## src/rtl/ex_mem_cond_stage_pkg.sv

```systemverilog
// pipe_pkg: shared types for the execute/memory boundary.
//   cond_t      - ARM-style 4-bit condition codes
//   FLAG_*      - bit positions of N,Z,C,V inside a {N,Z,C,V} flag vector
//   em_ctrl_t   - control bundle carried from E into the M stage
package pipe_pkg;

  typedef enum logic [3:0] {
    COND_EQ = 4'b0000,
    COND_NE = 4'b0001,
    COND_CS = 4'b0010,
    COND_CC = 4'b0011,
    COND_MI = 4'b0100,
    COND_PL = 4'b0101,
    COND_VS = 4'b0110,
    COND_VC = 4'b0111,
    COND_HI = 4'b1000,
    COND_LS = 4'b1001,
    COND_GE = 4'b1010,
    COND_LT = 4'b1011,
    COND_GT = 4'b1100,
    COND_LE = 4'b1101,
    COND_AL = 4'b1110,
    COND_NV = 4'b1111
  } cond_t;

  localparam int FLAG_N = 3;
  localparam int FLAG_Z = 2;
  localparam int FLAG_C = 1;
  localparam int FLAG_V = 0;

  typedef struct packed {
    logic       valid;
    logic       pcSrc;
    logic       regWrite;
    logic       memWrite;
    logic       memtoReg;
    logic [3:0] wa3;
  } em_ctrl_t;

endpackage

```

## src/rtl/ex_mem_cond_stage_if.sv

```systemverilog
// ex_mem_if: E-stage bundle into the conditional-execute stage and the
// registered M-stage bundle out of it.
//   master : drives the E-stage signals, observes condition/M outputs
//   slave  : the stage itself (consumes E, produces condExE/pcSrcTakenE/M)
interface ex_mem_if #(
  parameter int WIDTH = 32
);
  // E stage
  logic             validE;
  logic [3:0]       condE;
  logic [1:0]       flagWriteE;
  logic [3:0]       aluFlagsE;
  logic             pcSrcE;
  logic             branchE;
  logic             regWriteE;
  logic             memWriteE;
  logic             memtoRegE;
  logic [3:0]       wa3E;
  logic [WIDTH-1:0] aluResultE;
  logic [WIDTH-1:0] writeDataE;
  // combinational condition results
  logic             condExE;
  logic             pcSrcTakenE;
  // M stage
  logic             validM;
  logic             pcSrcM;
  logic             regWriteM;
  logic             memWriteM;
  logic             memtoRegM;
  logic [3:0]       wa3M;
  logic [WIDTH-1:0] aluResultM;
  logic [WIDTH-1:0] writeDataM;
  logic [3:0]       flagsM;

  modport master (
    output validE, condE, flagWriteE, aluFlagsE, pcSrcE, branchE,
           regWriteE, memWriteE, memtoRegE, wa3E, aluResultE, writeDataE,
    input  condExE, pcSrcTakenE, validM, pcSrcM, regWriteM, memWriteM,
           memtoRegM, wa3M, aluResultM, writeDataM, flagsM
  );

  modport slave (
    input  validE, condE, flagWriteE, aluFlagsE, pcSrcE, branchE,
           regWriteE, memWriteE, memtoRegE, wa3E, aluResultE, writeDataE,
    output condExE, pcSrcTakenE, validM, pcSrcM, regWriteM, memWriteM,
           memtoRegM, wa3M, aluResultM, writeDataM, flagsM
  );

endinterface

```

## src/rtl/ex_mem_cond_stage_cond_check.sv

```systemverilog
// cond_check: evaluates an ARM-style condition field against NZCV flags.
//   condE    in  4  condition field
//   flags    in  4  {N,Z,C,V}
//   condPass out 1  condition holds (1111 never passes)
module cond_check
  import pipe_pkg::*;
(
  input  logic [3:0] condE,
  input  logic [3:0] flags,
  output logic       condPass
);

  logic n, z, c, v;

  assign n = flags[FLAG_N];
  assign z = flags[FLAG_Z];
  assign c = flags[FLAG_C];
  assign v = flags[FLAG_V];

  always_comb begin
    condPass = 1'b0;
    case (cond_t'(condE))
      COND_EQ: condPass = z;
      COND_NE: condPass = !z;
      COND_CS: condPass = c;
      COND_CC: condPass = !c;
      COND_MI: condPass = n;
      COND_PL: condPass = !n;
      COND_VS: condPass = v;
      COND_VC: condPass = !v;
      COND_HI: condPass = c && !z;
      COND_LS: condPass = !c || z;
      COND_GE: condPass = (n == v);
      COND_LT: condPass = (n != v);
      COND_GT: condPass = !z && (n == v);
      COND_LE: condPass = z || (n != v);
      COND_AL: condPass = 1'b1;
      default: condPass = 1'b0;
    endcase
  end

endmodule

```

## src/rtl/ex_mem_cond_stage.sv

```systemverilog
// ex_mem_cond_stage: resolves conditional execution of the E-stage
// instruction against the architectural NZCV register, owns that register,
// and registers the gated bundle into the M stage.
//   clk    in  rising-edge clock
//   reset  in  asynchronous, active-low reset
//   stallM in  hold M register and flags
//   flushM in  load a bubble into M (wins over stallM)
//   bus    ex_mem_if.slave: E-stage inputs, condExE/pcSrcTakenE, M outputs
module ex_mem_cond_stage
  import pipe_pkg::*;
#(
  parameter int WIDTH = 32
) (
  input  logic     clk,
  input  logic     reset,
  input  logic     stallM,
  input  logic     flushM,
  ex_mem_if.slave  bus
);

  logic             cond_pass;
  logic             cond_ex;

  em_ctrl_t         ctrl_q, ctrl_d;
  logic [WIDTH-1:0] alu_q, alu_d;
  logic [WIDTH-1:0] wdata_q, wdata_d;
  logic [3:0]       flags_q, flags_d;

  // Condition is checked against the registered flags, i.e. flags written
  // by older instructions; a flag write lands in time for the next one.
  cond_check u_cond_check (
    .condE    (bus.condE),
    .flags    (flags_q),
    .condPass (cond_pass)
  );

  assign cond_ex          = cond_pass & bus.validE;
  assign bus.condExE      = cond_ex;
  assign bus.pcSrcTakenE  = (bus.pcSrcE | bus.branchE) & cond_ex;

  always_comb begin
    ctrl_d  = ctrl_q;
    alu_d   = alu_q;
    wdata_d = wdata_q;
    flags_d = flags_q;

    if (flushM) begin
      ctrl_d  = '0;
      alu_d   = '0;
      wdata_d = '0;
    end else if (!stallM) begin
      ctrl_d.valid    = bus.validE;
      ctrl_d.pcSrc    = (bus.pcSrcE | bus.branchE) & cond_ex;
      ctrl_d.regWrite = bus.regWriteE & cond_ex;
      ctrl_d.memWrite = bus.memWriteE & cond_ex;
      // memtoReg is not condition-gated, but a non-instruction must not
      // carry any live control into M.
      ctrl_d.memtoReg = bus.memtoRegE & bus.validE;
      ctrl_d.wa3      = bus.wa3E;
      alu_d           = bus.aluResultE;
      wdata_d         = bus.writeDataE;
    end

    if (cond_ex && !stallM && !flushM) begin
      if (bus.flagWriteE[1]) begin
        flags_d[FLAG_N] = bus.aluFlagsE[FLAG_N];
        flags_d[FLAG_Z] = bus.aluFlagsE[FLAG_Z];
      end
      if (bus.flagWriteE[0]) begin
        flags_d[FLAG_C] = bus.aluFlagsE[FLAG_C];
        flags_d[FLAG_V] = bus.aluFlagsE[FLAG_V];
      end
    end
  end

  always_ff @(posedge clk or negedge reset) begin
    if (!reset) begin
      ctrl_q  <= '0;
      alu_q   <= '0;
      wdata_q <= '0;
      flags_q <= '0;
    end else begin
      ctrl_q  <= ctrl_d;
      alu_q   <= alu_d;
      wdata_q <= wdata_d;
      flags_q <= flags_d;
    end
  end

  assign bus.validM     = ctrl_q.valid;
  assign bus.pcSrcM     = ctrl_q.pcSrc;
  assign bus.regWriteM  = ctrl_q.regWrite;
  assign bus.memWriteM  = ctrl_q.memWrite;
  assign bus.memtoRegM  = ctrl_q.memtoReg;
  assign bus.wa3M       = ctrl_q.wa3;
  assign bus.aluResultM = alu_q;
  assign bus.writeDataM = wdata_q;
  assign bus.flagsM     = flags_q;

endmodule

```

## src/flat_wrapper.sv

```systemverilog
// flat-port wrapper written by rule: the top's interface ports become plain ports
module ex_mem_cond_stage_flat import pipe_pkg::*;
#(
  parameter int WIDTH = 32
)
  (clk, reset, stallM, flushM, bus_validE, bus_condE, bus_flagWriteE, bus_aluFlagsE, bus_pcSrcE, bus_branchE, bus_regWriteE, bus_memWriteE, bus_memtoRegE, bus_wa3E, bus_aluResultE, bus_writeDataE, bus_condExE, bus_pcSrcTakenE, bus_validM, bus_pcSrcM, bus_regWriteM, bus_memWriteM, bus_memtoRegM, bus_wa3M, bus_aluResultM, bus_writeDataM, bus_flagsM);
  ex_mem_if #(.WIDTH(WIDTH)) bus_i ();
  input  logic clk;
  input  logic reset;
  input  logic stallM;
  input  logic flushM;
  input wire logic [$bits(bus_i.validE)-1:0] bus_validE;
  input wire logic [$bits(bus_i.condE)-1:0] bus_condE;
  input wire logic [$bits(bus_i.flagWriteE)-1:0] bus_flagWriteE;
  input wire logic [$bits(bus_i.aluFlagsE)-1:0] bus_aluFlagsE;
  input wire logic [$bits(bus_i.pcSrcE)-1:0] bus_pcSrcE;
  input wire logic [$bits(bus_i.branchE)-1:0] bus_branchE;
  input wire logic [$bits(bus_i.regWriteE)-1:0] bus_regWriteE;
  input wire logic [$bits(bus_i.memWriteE)-1:0] bus_memWriteE;
  input wire logic [$bits(bus_i.memtoRegE)-1:0] bus_memtoRegE;
  input wire logic [$bits(bus_i.wa3E)-1:0] bus_wa3E;
  input wire logic [$bits(bus_i.aluResultE)-1:0] bus_aluResultE;
  input wire logic [$bits(bus_i.writeDataE)-1:0] bus_writeDataE;
  output wire logic [$bits(bus_i.condExE)-1:0] bus_condExE;
  output wire logic [$bits(bus_i.pcSrcTakenE)-1:0] bus_pcSrcTakenE;
  output wire logic [$bits(bus_i.validM)-1:0] bus_validM;
  output wire logic [$bits(bus_i.pcSrcM)-1:0] bus_pcSrcM;
  output wire logic [$bits(bus_i.regWriteM)-1:0] bus_regWriteM;
  output wire logic [$bits(bus_i.memWriteM)-1:0] bus_memWriteM;
  output wire logic [$bits(bus_i.memtoRegM)-1:0] bus_memtoRegM;
  output wire logic [$bits(bus_i.wa3M)-1:0] bus_wa3M;
  output wire logic [$bits(bus_i.aluResultM)-1:0] bus_aluResultM;
  output wire logic [$bits(bus_i.writeDataM)-1:0] bus_writeDataM;
  output wire logic [$bits(bus_i.flagsM)-1:0] bus_flagsM;
  assign bus_i.validE = bus_validE;
  assign bus_i.condE = bus_condE;
  assign bus_i.flagWriteE = bus_flagWriteE;
  assign bus_i.aluFlagsE = bus_aluFlagsE;
  assign bus_i.pcSrcE = bus_pcSrcE;
  assign bus_i.branchE = bus_branchE;
  assign bus_i.regWriteE = bus_regWriteE;
  assign bus_i.memWriteE = bus_memWriteE;
  assign bus_i.memtoRegE = bus_memtoRegE;
  assign bus_i.wa3E = bus_wa3E;
  assign bus_i.aluResultE = bus_aluResultE;
  assign bus_i.writeDataE = bus_writeDataE;
  assign bus_condExE = bus_i.condExE;
  assign bus_pcSrcTakenE = bus_i.pcSrcTakenE;
  assign bus_validM = bus_i.validM;
  assign bus_pcSrcM = bus_i.pcSrcM;
  assign bus_regWriteM = bus_i.regWriteM;
  assign bus_memWriteM = bus_i.memWriteM;
  assign bus_memtoRegM = bus_i.memtoRegM;
  assign bus_wa3M = bus_i.wa3M;
  assign bus_aluResultM = bus_i.aluResultM;
  assign bus_writeDataM = bus_i.writeDataM;
  assign bus_flagsM = bus_i.flagsM;
  ex_mem_cond_stage #(.WIDTH(WIDTH)) u_core (.clk(clk), .reset(reset), .stallM(stallM), .flushM(flushM), .bus(bus_i));
endmodule
```

## config.mk

```make
export PLATFORM = sky130hd
export DESIGN_NAME = ex_mem_cond_stage_flat
export DESIGN_NICKNAME = d
export VERILOG_FILES = /design/src/rtl/ex_mem_cond_stage_pkg.sv /design/src/rtl/ex_mem_cond_stage_if.sv /design/src/rtl/ex_mem_cond_stage_cond_check.sv /design/src/rtl/ex_mem_cond_stage.sv /design/src/flat_wrapper.sv
export SDC_FILE = /design/constraint.sdc
export NUM_CORES = 1
export LEC_CHECK = 0
export CORE_UTILIZATION = 40
export CTS_CLUSTER_SIZE = 30
export DETAILED_ROUTE_END_ITERATION = 8
export PLACE_DENSITY = 0.8
export SLEW_MARGIN = 20
export SYNTH_ARGS = -nofsm -noshare
export SYNTH_HDL_FRONTEND = slang
export SYNTH_SLANG_ARGS = --single-unit
```

## constraint.sdc

```tcl
create_clock -name clk -period 3.7 [get_ports clk]
set_input_delay 1.11 -clock clk [delete_from_list [all_inputs] [get_ports clk]]
set_output_delay 1.11 -clock clk [all_outputs]
set_load 0.05 [all_outputs]
```

Word level (Yosys, flattened, before mapping)
Index checks and enable logic that the tools add are counted.
{"block": "word_totals", "ff_bits": 77, "output_inout_bits": 79}
{"block": "op_classes", "n_reduce_logical": 15, "n_eq_ne": 17, "bitwise": 6, "mux": 7}
{"operator": "2-to-1 mux 32 bit", "count": 4}
{"operator": "== test 4 bit, second input constant", "count": 7}
{"operator": "2-to-1 mux 9 bit", "count": 2}
{"operator": "== test 4 x 3 -> 1 bit, second input constant", "count": 4}
{"operator": "one-hot mux 1 bit (15 select lines)", "count": 1}
{"operator": "== test 4 x 2 -> 1 bit, second input constant", "count": 2}
{"operator": "logical NOT 1 bit", "count": 6}
{"operator": "AND 1 bit", "count": 5}
{"operator": "== test 4 x 1 -> 1 bit, second input constant", "count": 1}
{"operator": "logical AND 1 bit", "count": 4}
{"operator": "logical NOT 4 bit", "count": 1}
{"operator": "AND reduction 2 bit", "count": 2}
{"operator": "logical OR 1 bit", "count": 2}
{"operator": "!= test 2 x 1 -> 1 bit, second input constant", "count": 1}
{"operator": "== test 1 bit", "count": 1}
{"operator": "!= test 1 bit", "count": 1}
{"operator": "bitwise OR 1 bit", "count": 1}

Logic depth before layout (Yosys ltp)
Gate-level depths: netlist of the first run.
{"block": "depth", "word_depth": 7, "depth_mapped": 6, "depth_no_buf": 5}

Hierarchy
Synthesis of the first run repeated with hierarchy kept, for this count alone.
{"block": "unflattened", "hier_cells": 282, "hier_area_um2": 3305.7}
{"module": "ex_mem_cond_stage", "area_each_um2": 3111.7, "n_inst": 1, "cells_each": 254}
{"module": "cond_check", "area_each_um2": 193.9, "n_inst": 1, "cells_each": 28}

Worst setup path after synthesis of the first run
No wires, ideal clock.
{"block": "synth_timing", "kind": "input to output", "from": "input bus_condE[3]", "to": "output bus_pcSrcTakenE", "required_ps": 2590, "t_arrival_ps": 3201, "slack_ps": -611, "path_stages": 6, "n_path_buf": 1, "path_cell_list": "buf_6 > or4b_1 > o211ai_2 > a2111oi_4 > and2_1 > nor3_1"}
{"block": "synth_via", "elab_chain_cells": 4}
{"item": "from (decl)", "line": "flat_wrapper.sv:13", "text": "input wire logic [$bits(bus_i.condE)-1:0] bus_condE;"}
{"item": "== test 4 bit (tied with other cells)", "line": "ex_mem_cond_stage_cond_check.sv:22", "text": "case (cond_t'(condE))"}
{"item": "one-hot mux 1 bit (15 select lines) *", "line": "ex_mem_cond_stage_cond_check.sv:22"}
{"item": "AND 1 bit *", "line": "ex_mem_cond_stage.sv:37", "text": "assign cond_ex = cond_pass & bus.validE;"}
{"item": "AND 1 bit *", "line": "ex_mem_cond_stage.sv:39", "text": "assign bus.pcSrcTakenE = (bus.pcSrcE | bus.branchE) & cond_ex;"}
{"item": "to (decl)", "line": "flat_wrapper.sv:25", "text": "output wire logic [$bits(bus_i.pcSrcTakenE)-1:0] bus_pcSrcTakenE;"}
Mark *: on every way between the ends. The rest lies on a longest branch, timed or not.

Worst setup path in the final report of the first run
{"block": "layout_timing", "from": "input bus_condE[2]", "to": "output bus_pcSrcTakenE"}
Same word-level chain as after synthesis.

==> results of run 1 <==
-- stage by stage --
step	TNS [ns]	hold slack, ns	util	instances	area [um2]
3_3_place_gp	-0.7107	0.4881	0.6310	550	5159
2_1_floorplan	-0.02306	0.8144	-	286	3362
3_5_place_dp	-0.8663	0.4952	0.6310	550	5159
6_report	0	0.5097	0.6612	566	5405
5_1_grt	-0.05834	0.5230	0.6612	566	5405
4_1_cts	0	0.5125	0.6586	566	5384
-- kinds of logic after synthesis --
group                  share of synthesized area
AO/OA/AOI/OAI                            0.03401
XOR/XNOR                                0.005233
buffers and inverters                    0.03102
flip-flops                                0.5755
multiplexers                              0.2294
AND/OR/NAND/NOR                           0.1248
-- layout by cell type, fill, tap and decap left out, types with 4 or more instances in the layout --
cell type          n
clkdlybuf4s50_1  157
dfrtp_1           77
nor2_1            73
mux2i_1           70
buf_4             13
clkbuf_8           9
nand2_1            7
mux2_2             4
-- repair_timing --
action / 4_1_cts / 5_1_grt
setup endpoints to repair: 2 / 2
gates cloned: 0 / 0
resized for setup: 13 / 8
pin swaps: 4 / 3
-- worst max-delay path, stage by stage --
cell and delay, ns:
buf_2 0.15, mux2i_1 0.30, mux2_4 0.34, a2111oi_4 0.23, and2_4 0.22, nor3_4 0.05
buf_12 0.15
-- report_power, final --
part	switching [mW]	internal, mW
logic	0.434	0.323
registers	0.0602	0.904
clock network	0.311	0.380
total	0.805	1.61
-- path summary, 6_finish.rpt --
path | startpoint | to | slack [ns] | depth (start not counted)
max | bus_condE[2] | bus_pcSrcTakenE | 0.02 | 7
min | u_core.bus.pcSrcM$_DFFE_PN0P_ | u_core.bus.pcSrcM$_DFFE_PN0P_ | 0.51 | 1
max reg2reg | u_core.bus.flagsM[1]$_DFFE_PN0P_ | u_core.bus.flagsM[3]$_DFFE_PN0P_ | 1.65 | 6
min reg2reg | u_core.bus.pcSrcM$_DFFE_PN0P_ | u_core.bus.pcSrcM$_DFFE_PN0P_ | 0.51 | 1
max in group asynchronous | reset | u_core.bus.writeDataM[15]$_DFFE_PN0P_ | 2.16 | 1
min in group asynchronous | reset | u_core.bus.writeDataM[21]$_DFFE_PN0P_ | 0.90 | 1
-- flip-flops by register name, indices dropped and copies added, names as in the netlist, 4 cells and up --
signal                 count
u_core.bus.aluResultM     32
u_core.bus.writeDataM     32
u_core.bus.flagsM          4
u_core.bus.wa3M            4
-- cell type report --
cell class              count  area [um2]  area share
well taps                 105       131.4     0.02431
clock buffers              10       127.6     0.02361
repair buffers            178        1749      0.3236
inverters                   2       7.507    0.001389
clock inverters             6       87.58     0.01620
flip-flops and latches     77        1927      0.3565
multi-input cells         188        1375      0.2544
-- layer usage --
| layer | vias up | wire length (um) | track usage |
|---|---|---|---|
| met5 | - | 0 | 0 |
| met4 | 0 | 110 | 0.06154 |
| met3 | 12 | 653 | 0.05772 |
| met2 | 115 | 4329 | 0.3462 |
| met1 | 1337 | 3765 | 0.2612 |
| li1 | 1306 | - | - |
==> results.tsv, run 1 <==
stage	metric	value	unit
die	die_x	93.49	um
min_path	hold_path_class	register to register	
route	routed_via_density	4.894	
power	power.total	2.411	mW
setup_path	crit_fanout	6	
synthesis	ys_types	35	
die	die_height	93.49	um
sta	skew	0.005336	ns
synthesis	synth_top_area_cell	dfrtp_1	
clocking	clk_latency	0.35	ns
synthesis	synth-seq-area-share	0.5755	
layout	num_antenna_cells	0	
power	leakage	2.508	nW
clocking	cts_tree	yes	
run	cap_viol_max_count	0	
layout	drive_gt1_frac	0.1085	
global_routing	grt-ovfl-total	0	
placed_design	hpwl	6.146	mm
sta	setup_viol	0	
clocking	cts_htree_levels	3	
setup_path	critPathKind	input port to primary output	
power	peakVddDrop	0.0002270	V
placed_design	dp_slack	-0.4358	ns
route	ant_nets	0	
synthesis	synthArstFlopShare	1.000	
status	status	complete, no violations	
placed_design	portBuffers	166	
synthesis	ys_seq_elements	77	
clocking	clk_pin_slew	0.07	ns
power	power_density	446.1	nW/um2
synthesis	netlist_instances	286	
synthesis	ys.flop_type	dfrtp_1	
synthesis	synth_top_area_frac	0.5755	
global_routing	grt_max_degree	78	
die	start_util	0.4096	
setup_path	cp-start-kind	input port	
global_routing	grt_pass1_wl	13.88	mm
route	dr.pass1.iters	4	
clocking	cts_hold_buf	0	
synthesis	synth_common_cells	dfrtp_1, nor2_1, mux2i_1	
synthesis	synth_area	3348	um2
synthesis	synth_edf_count	0	
route	wirelength	8.859	mm
setup_path	crit_arrival	2.57	ns
sta	hold_viol	0	
sta	period_share	0.9940	
synthesis	syn_nets	374	
layout	fin_nets	544	
clocking	numCtsBuffers	9	
sta	slew_headroom	0.3533	
synthesis	synth_area_leaders	dfrtp_1, mux2i_1, nor2_1, mux2_2, clkbuf_1	
die	rows	33	
clocking	postCtsSetupRepairBufs	0	
sta	min_period	3.678	ns
synthesis	yosysMostFrequentCell	dfrtp_1	
sta	clock.fmax	0.2719	GHz
setup_path	crit_required	2.59	ns
route	route.detailed.drc	0	
global_routing	antenna_found_initial	0	
synthesis	yosys_warnings	0	
sta	fin_ws	0.02206	ns
route	routedWlPerCell	15.65	um
die	ioPinCount	167	
global_routing	grt_usage	0.2071	
die	core	8175	um2
layout	syn2layout_area_growth	61.43	%
setup_path	endpoint_kind	primary output	
sta	slew_viol_final	0	
clocking	clockBufferDepth	2	
clocking	cts_root_buffer	clkbuf_8	
synthesis	postSynthAreaPerCell	11.71	um2
route	drt_iter0_markers	81	
sta	worst_pin_slew	0.9701	ns
clocking	clkSinkCount	77	
route	vias	2770	
global_routing	grt_pass1_vias	2816	
die	dieArea	8740	um2
layout	fill_cells	648	
placed_design	place_congestion	0.7374	
Power figures use the tool's default switching activity.
==> inputs of run 2 (changes only) <==
- SKIP_CTS_REPAIR_TIMING: not set -> 1
==> run 2 against run 1 <==
Largest power group unchanged. Non-clock buffer count grew 1. Final area grew 0.30%. Maximum frequency grew 0.86%. Clock-buffer cell count unchanged. Sequential share of layout area is 0.11 points lower.
==> results.tsv, run 2 (synthesis results as in run 1) <==
stage	metric	value	unit
status	status	complete, no violations	
die	rows	33	
setup_path	crit_fanout	6	
die	die_x	93.49	um
clocking	clk_pin_slew	0.07	ns
placed_design	portBuffers	166	
layout	syn2layout_area_growth	61.92	%
layout	fin_nets	545	
clocking	cts_tree	yes	
clocking	clk_latency	0.35	ns
die	start_util	0.4096	
setup_path	cp-start-kind	input port	
sta	setup_viol	0	
global_routing	grt_pass1_wl	13.84	mm
sta	worst_pin_slew	0.9658	ns
sta	skew	0.005302	ns
power	power_density	444.1	nW/um2
route	dr.pass1.iters	4	
route	drt_iter0_markers	96	
power	leakage	2.536	nW
clocking	cts_root_buffer	clkbuf_8	
global_routing	grt_pass1_vias	2813	
route	ant_nets	0	
setup_path	crit_required	2.59	ns
global_routing	grt-ovfl-total	0	
sta	slew_headroom	0.3561	
setup_path	endpoint_kind	primary output	
min_path	hold_path_class	register to register	
route	routed_via_density	4.907	
route	routedWlPerCell	15.67	um
global_routing	antenna_found_initial	0	
layout	layout_commonest_cell	clkdlybuf4s50_1	
route	route.detailed.drc	0	
layout	mostFrequentLayoutCells	clkdlybuf4s50_1, dfrtp_1, nor2_1	
clocking	cts_htree_levels	3	
die	dieArea	8740	um2
die	core	8175	um2
sta	min_period	3.647	ns
global_routing	grt_usage	0.2065	
placed_design	hpwl	6.146	mm
power	peakVddDrop	0.0002269	V
sta	fin_ws	0.05331	ns
clocking	clockBufferDepth	2	
global_routing	grt_max_degree	78	
placed_design	dp_slack	-0.4358	ns
die	die_height	93.49	um
run	cap_viol_max_count	0	
clocking	numCtsBuffers	9	
route	vias	2782	
sta	holdWs	0.5097	ns
sta	clock.fmax	0.2742	GHz
placed_design	place_congestion	0.7374	
layout	num_antenna_cells	0	
clocking	clkSinkCount	77	
setup_path	crit_arrival	2.54	ns
route	wirelength	8.887	mm
sta	hold_viol	0	
sta	slew_viol_final	0	
setup_path	critPathKind	input port to primary output	
die	ioPinCount	167	
sta	rsz0062_at_grt	false	
layout	drive_gt1_frac	0.1061	
sta	period_share	0.9856	
-- run 2: changes by cell type in the layout (fill, tap and decap cells not counted), sizes merged --
| cell | before | now |
|---|---|---|
| clkbuf | 11 | 10 |
| dlymetal6s2s | 0 | 3 |
| dlygate4sd2 | 1 | 0 |
-- run 2: metal layers --
metal  share of wire  routed length [um]  up-vias  GRT usage
li1                -                   -     1310          -
met1            0.42                3753     1349     0.2612
met2            0.49                4395      115     0.3444
met3           0.074                 659        8    0.05772
met4          0.0088                  78        0    0.06154
met5               0                   0        -          0
-- run 2: report_power, final --
part | internal, mW | switching (mW) | total (mW) | leakage [nW]
clock network | 0.380 | 0.311 | 0.691 | 0.110
logic | 0.321 | 0.431 | 0.752 | 1.40
registers | 0.904 | 0.0615 | 0.965 | 1.02
-- run 2: area by class of cell --
class / instances / area, um2
tap: 105 / 131.4
sequential: 77 / 1927
inverter: 2 / 7.507
clock buffer: 10 / 127.6
multi-input combinational: 188 / 1365
clock inverter: 6 / 87.58
timing repair buffer: 179 / 1775
fill: 647 / 2754
-- run 2: worst max-delay path: stages --
cell       delay (ns)
buf_2            0.16
mux2i_1          0.24
mux2_2           0.38
a2111oi_4        0.23
and2_4           0.22
nor3_4           0.04
buf_12           0.15
-- run 2: path summary, 6_finish.rpt --
check                                                 start                                     to  slack, ns  cells after the start
min in group asynchronous                             reset  u_core.bus.writeDataM[21]$_DFFE_PN0P_       0.90                      1
hold reg to reg               u_core.bus.pcSrcM$_DFFE_PN0P_          u_core.bus.pcSrcM$_DFFE_PN0P_       0.51                      1
max in group asynchronous                             reset  u_core.bus.writeDataM[15]$_DFFE_PN0P_       2.16                      1
setup reg to reg           u_core.bus.flagsM[1]$_DFFE_PN0P_       u_core.bus.flagsM[3]$_DFFE_PN0P_       1.65                      6
setup / recovery                               bus_condE[2]                        bus_pcSrcTakenE       0.05                      7
hold / removal                u_core.bus.pcSrcM$_DFFE_PN0P_          u_core.bus.pcSrcM$_DFFE_PN0P_       0.51                      1
-- run 2: through the flow --
stage                     power (mW)  TNS [ns]  instances    util  instance area, um2
after floorplan                1.399  -0.02306        286       -                3362
after global placement         1.698   -0.7107        550  0.6310                5159
after detailed placement       1.715   -0.8663        550  0.6310                5159
after CTS                      2.411   -0.8736        566  0.6573                5374
after global routing           2.508         0        567  0.6631                5421
final                          2.408         0        567  0.6631                5421
==> inputs of run 3 (changes only) <==
- SYNTH_HIERARCHICAL: not set -> 1
==> run 3 against run 2 <==
Clock skew up 0.0011 ns. Via count down 2.3%. Critical path depth up 1. Cell count down 2.3%. Area after synthesis down 1.3%. Critical path type unchanged. Critical endpoint unchanged. Largest power group unchanged.
==> results.tsv, run 3 <==
stage	metric	value	unit
status	status	complete, no violations	
sta	period_share	0.9904	
die	die_x	92.91	um
setup_path	slowest_stage	a211o_1	
clocking	clk_latency	0.33	ns
die	dieArea	8631	um2
clocking	cts_root_buffer	clkbuf_8	
setup_path	crit_fanout	6	
synthesis	synth_common_cells	dfrtp_1, nor2_1, mux2i_1	
global_routing	grt_pass1_wl	13.57	mm
synthesis	ys_seq_elements	77	
synthesis	synth_area_leaders	dfrtp_1, mux2i_1, nor2_1, buf_4, mux2_1	
power	sw_frac_of_total	0.3220	
power	power.internal	1.516	mW
power	leakage	2.477	nW
route	dr_wl_met2	4.107	mm
sta	slew_viol_final	0	
layout	mostFrequentLayoutCells	clkdlybuf4s50_1, dfrtp_1, nor2_1	
power	p_switching	0.7200	mW
die	die_height	92.91	um
power	p_seq_frac	0.426	
clocking	cts_htree_levels	3	
layout	utilization	0.6690	
route	drt_iter0_markers	104	
setup_path	crit_arrival	2.55	ns
die	ioPinCount	167	
power	peakVddDrop	0.0002495	V
layout	drive_gt1_frac	0.07522	
min_path	hold_path_class	register to register	
route	wl_met1	3.519	mm
sta	hold_viol	0	
route	route.detailed.drc	0	
route	ant_nets	0	
sta	fin_ws	0.03563	ns
placed_design	portBuffers	166	
setup_path	crit_buf_inv	2	
layout	fin_nets	536	
power	share_comb_of_total_power	0.291	
synthesis	netlist_instances	282	
clocking	clkSinkCount	77	
die	rows	32	
setup_path	endpoint_kind	primary output	
global_routing	grt-ovfl-total	0	
layout	layout_commonest_cell	clkdlybuf4s50_1	
global_routing	antenna_found_initial	0	
sta	setup_viol	0	
synthesis	synth_top_area_cell	dfrtp_1	
setup_path	critPathMaxStageDelay	0.35	ns
synthesis	synth-seq-area-share	0.5829	
synthesis	synth_top_area_frac	0.5829	
clocking	clockBufferDepth	2	
route	dr_wl_met3	665	um
sta	holdWs	0.5217	ns
sta	clock.fmax	0.2729	GHz
synthesis	syn_nets	370	
clocking	clk_pin_slew	0.08	ns
route	vias	2717	
route	routed.top_layer	met4	
setup_path	critPathKind	input port to primary output	
setup_path	crit_required	2.59	ns
global_routing	grt_pass1_vias	2716	
route	routedWlPerCell	15.24	um
route	wirelength	8.443	mm
power	p_clk_frac	0.283	
placed_design	hpwl	5.912	mm
layout	syn2layout_area_growth	58.82	%
die	core	7848	um2
setup_path	critical_path.cell_chain	clkbuf_2, mux2_4, a21oi_1, o211ai_1, a211o_1, nand2_2, nor2_2, buf_4	
synthesis	synth_area	3306	um2
synthesis	ys.flop_type	dfrtp_1	
route	dr.pass1.iters	4	
sta	skew	0.006437	ns
power	power_density	425.8	nW/um2
synthesis	synth_edf_count	0	
synthesis	postSynthAreaPerCell	11.72	um2
synthesis	ys_types	28	
layout	num_antenna_cells	0	
sta	worst_pin_slew	0.7411	ns
die	start_util	0.4212	
placed_design	place_congestion	0.8267	
global_routing	grt_max_degree	78	
setup_path	crit_family	compound AO/OA/AOI/OAI gates	
sta	min_period	3.664	ns
global_routing	grt_usage	0.2039	
setup_path	cp-start-kind	input port	
clocking	cts_tree	yes	
synthesis	synthArstFlopShare	1.000	
run	cap_viol_max_count	0	
synthesis	yosys_warnings	6	
route	routed_via_density	4.904	
placed_design	dp_slack	-0.3940	ns
sta	slew_headroom	0.5059	
synthesis	yosysMostFrequentCell	dfrtp_1	
clocking	numCtsBuffers	9	
-- run 3: cells by family after synthesis --
kind of cell              count (synthesis)  synth area share
and+or+nand+nor                          94            0.1196
DFF                                      77            0.5829
muxes                                    74            0.2271
buffers and inverters                    20           0.03179
AOI/OAI and AO/OA                        15           0.03104
xor gates and xnor gates                  2          0.007572
-- run 3: worst paths after layout --
| kind | from | end | depth (start not counted) | slack (ns) |
|---|---|---|---|---|
| setup / recovery | bus_condE[2] | bus_pcSrcTakenE | 8 | 0.04 |
| hold / removal | u_core/bus.writeDataM[13]$_DFFE_PN0P_ | u_core/bus.writeDataM[13]$_DFFE_PN0P_ | 2 | 0.52 |
| setup reg to reg | u_core/bus.flagsM[3]$_DFFE_PN0P_ | u_core/bus.flagsM[0]$_DFFE_PN0P_ | 8 | 1.35 |
| hold reg to reg | u_core/bus.writeDataM[13]$_DFFE_PN0P_ | u_core/bus.writeDataM[13]$_DFFE_PN0P_ | 2 | 0.52 |
| max in group asynchronous | reset | u_core/bus.wa3M[1]$_DFFE_PN0P_ | 2 | 2.37 |
| min in group asynchronous | reset | u_core/bus.aluResultM[3]$_DFFE_PN0P_ | 1 | 0.73 |
-- run 3: worst min-delay path: cells and delay by family, from the launching register on --
kind / cells / cell delay, ns
multiplexers: 1 / 0.07
flip-flops: 1 / 0.35
AND/OR/NAND/NOR: 1 / 0.07
-- run 3: per-layer routing --
metal	vias up	global-route usage
li1	1286	-
met1	1300	0.2643
met2	118	0.3315
met3	13	0.04762
met4	0	0.07692
met5	-	0
-- run 3: through the flow --
step	total power [mW]	TNS, ns	instances	cell area [um2]
4_1_cts	2.257	-0.7830	553	5233
3_3_place_gp	1.604	-0.5860	538	5034
3_5_place_dp	1.620	-0.7847	538	5034
6_report	2.236	0	554	5250
2_1_floorplan	1.340	0	282	3308
5_1_grt	2.334	-0.009258	554	5250
-- run 3: cell type report --
class                           instances  area [um2]
Timing Repair Buffer                  174        1714
Inverter                                1       3.754
Clock inverter                          4       47.55
Multi-Input combinational cell        185        1279
Clock buffer                           11       151.4
Fill cell                             616        2597
Sequential cell                        77        1927
Tap cell                              102       127.6
-- run 3: power by group through the flow --
stage / clock (mW) / combinational [mW] / sequential, mW
finish: 0.632 / 0.651 / 0.953
global route: 0.686 / 0.688 / 0.960
CTS: 0.652 / 0.653 / 0.953
global placement: 0 / 0.638 / 0.966
floorplan: 0 / 0.171 / 1.17
detailed placement: 0 / 0.651 / 0.969
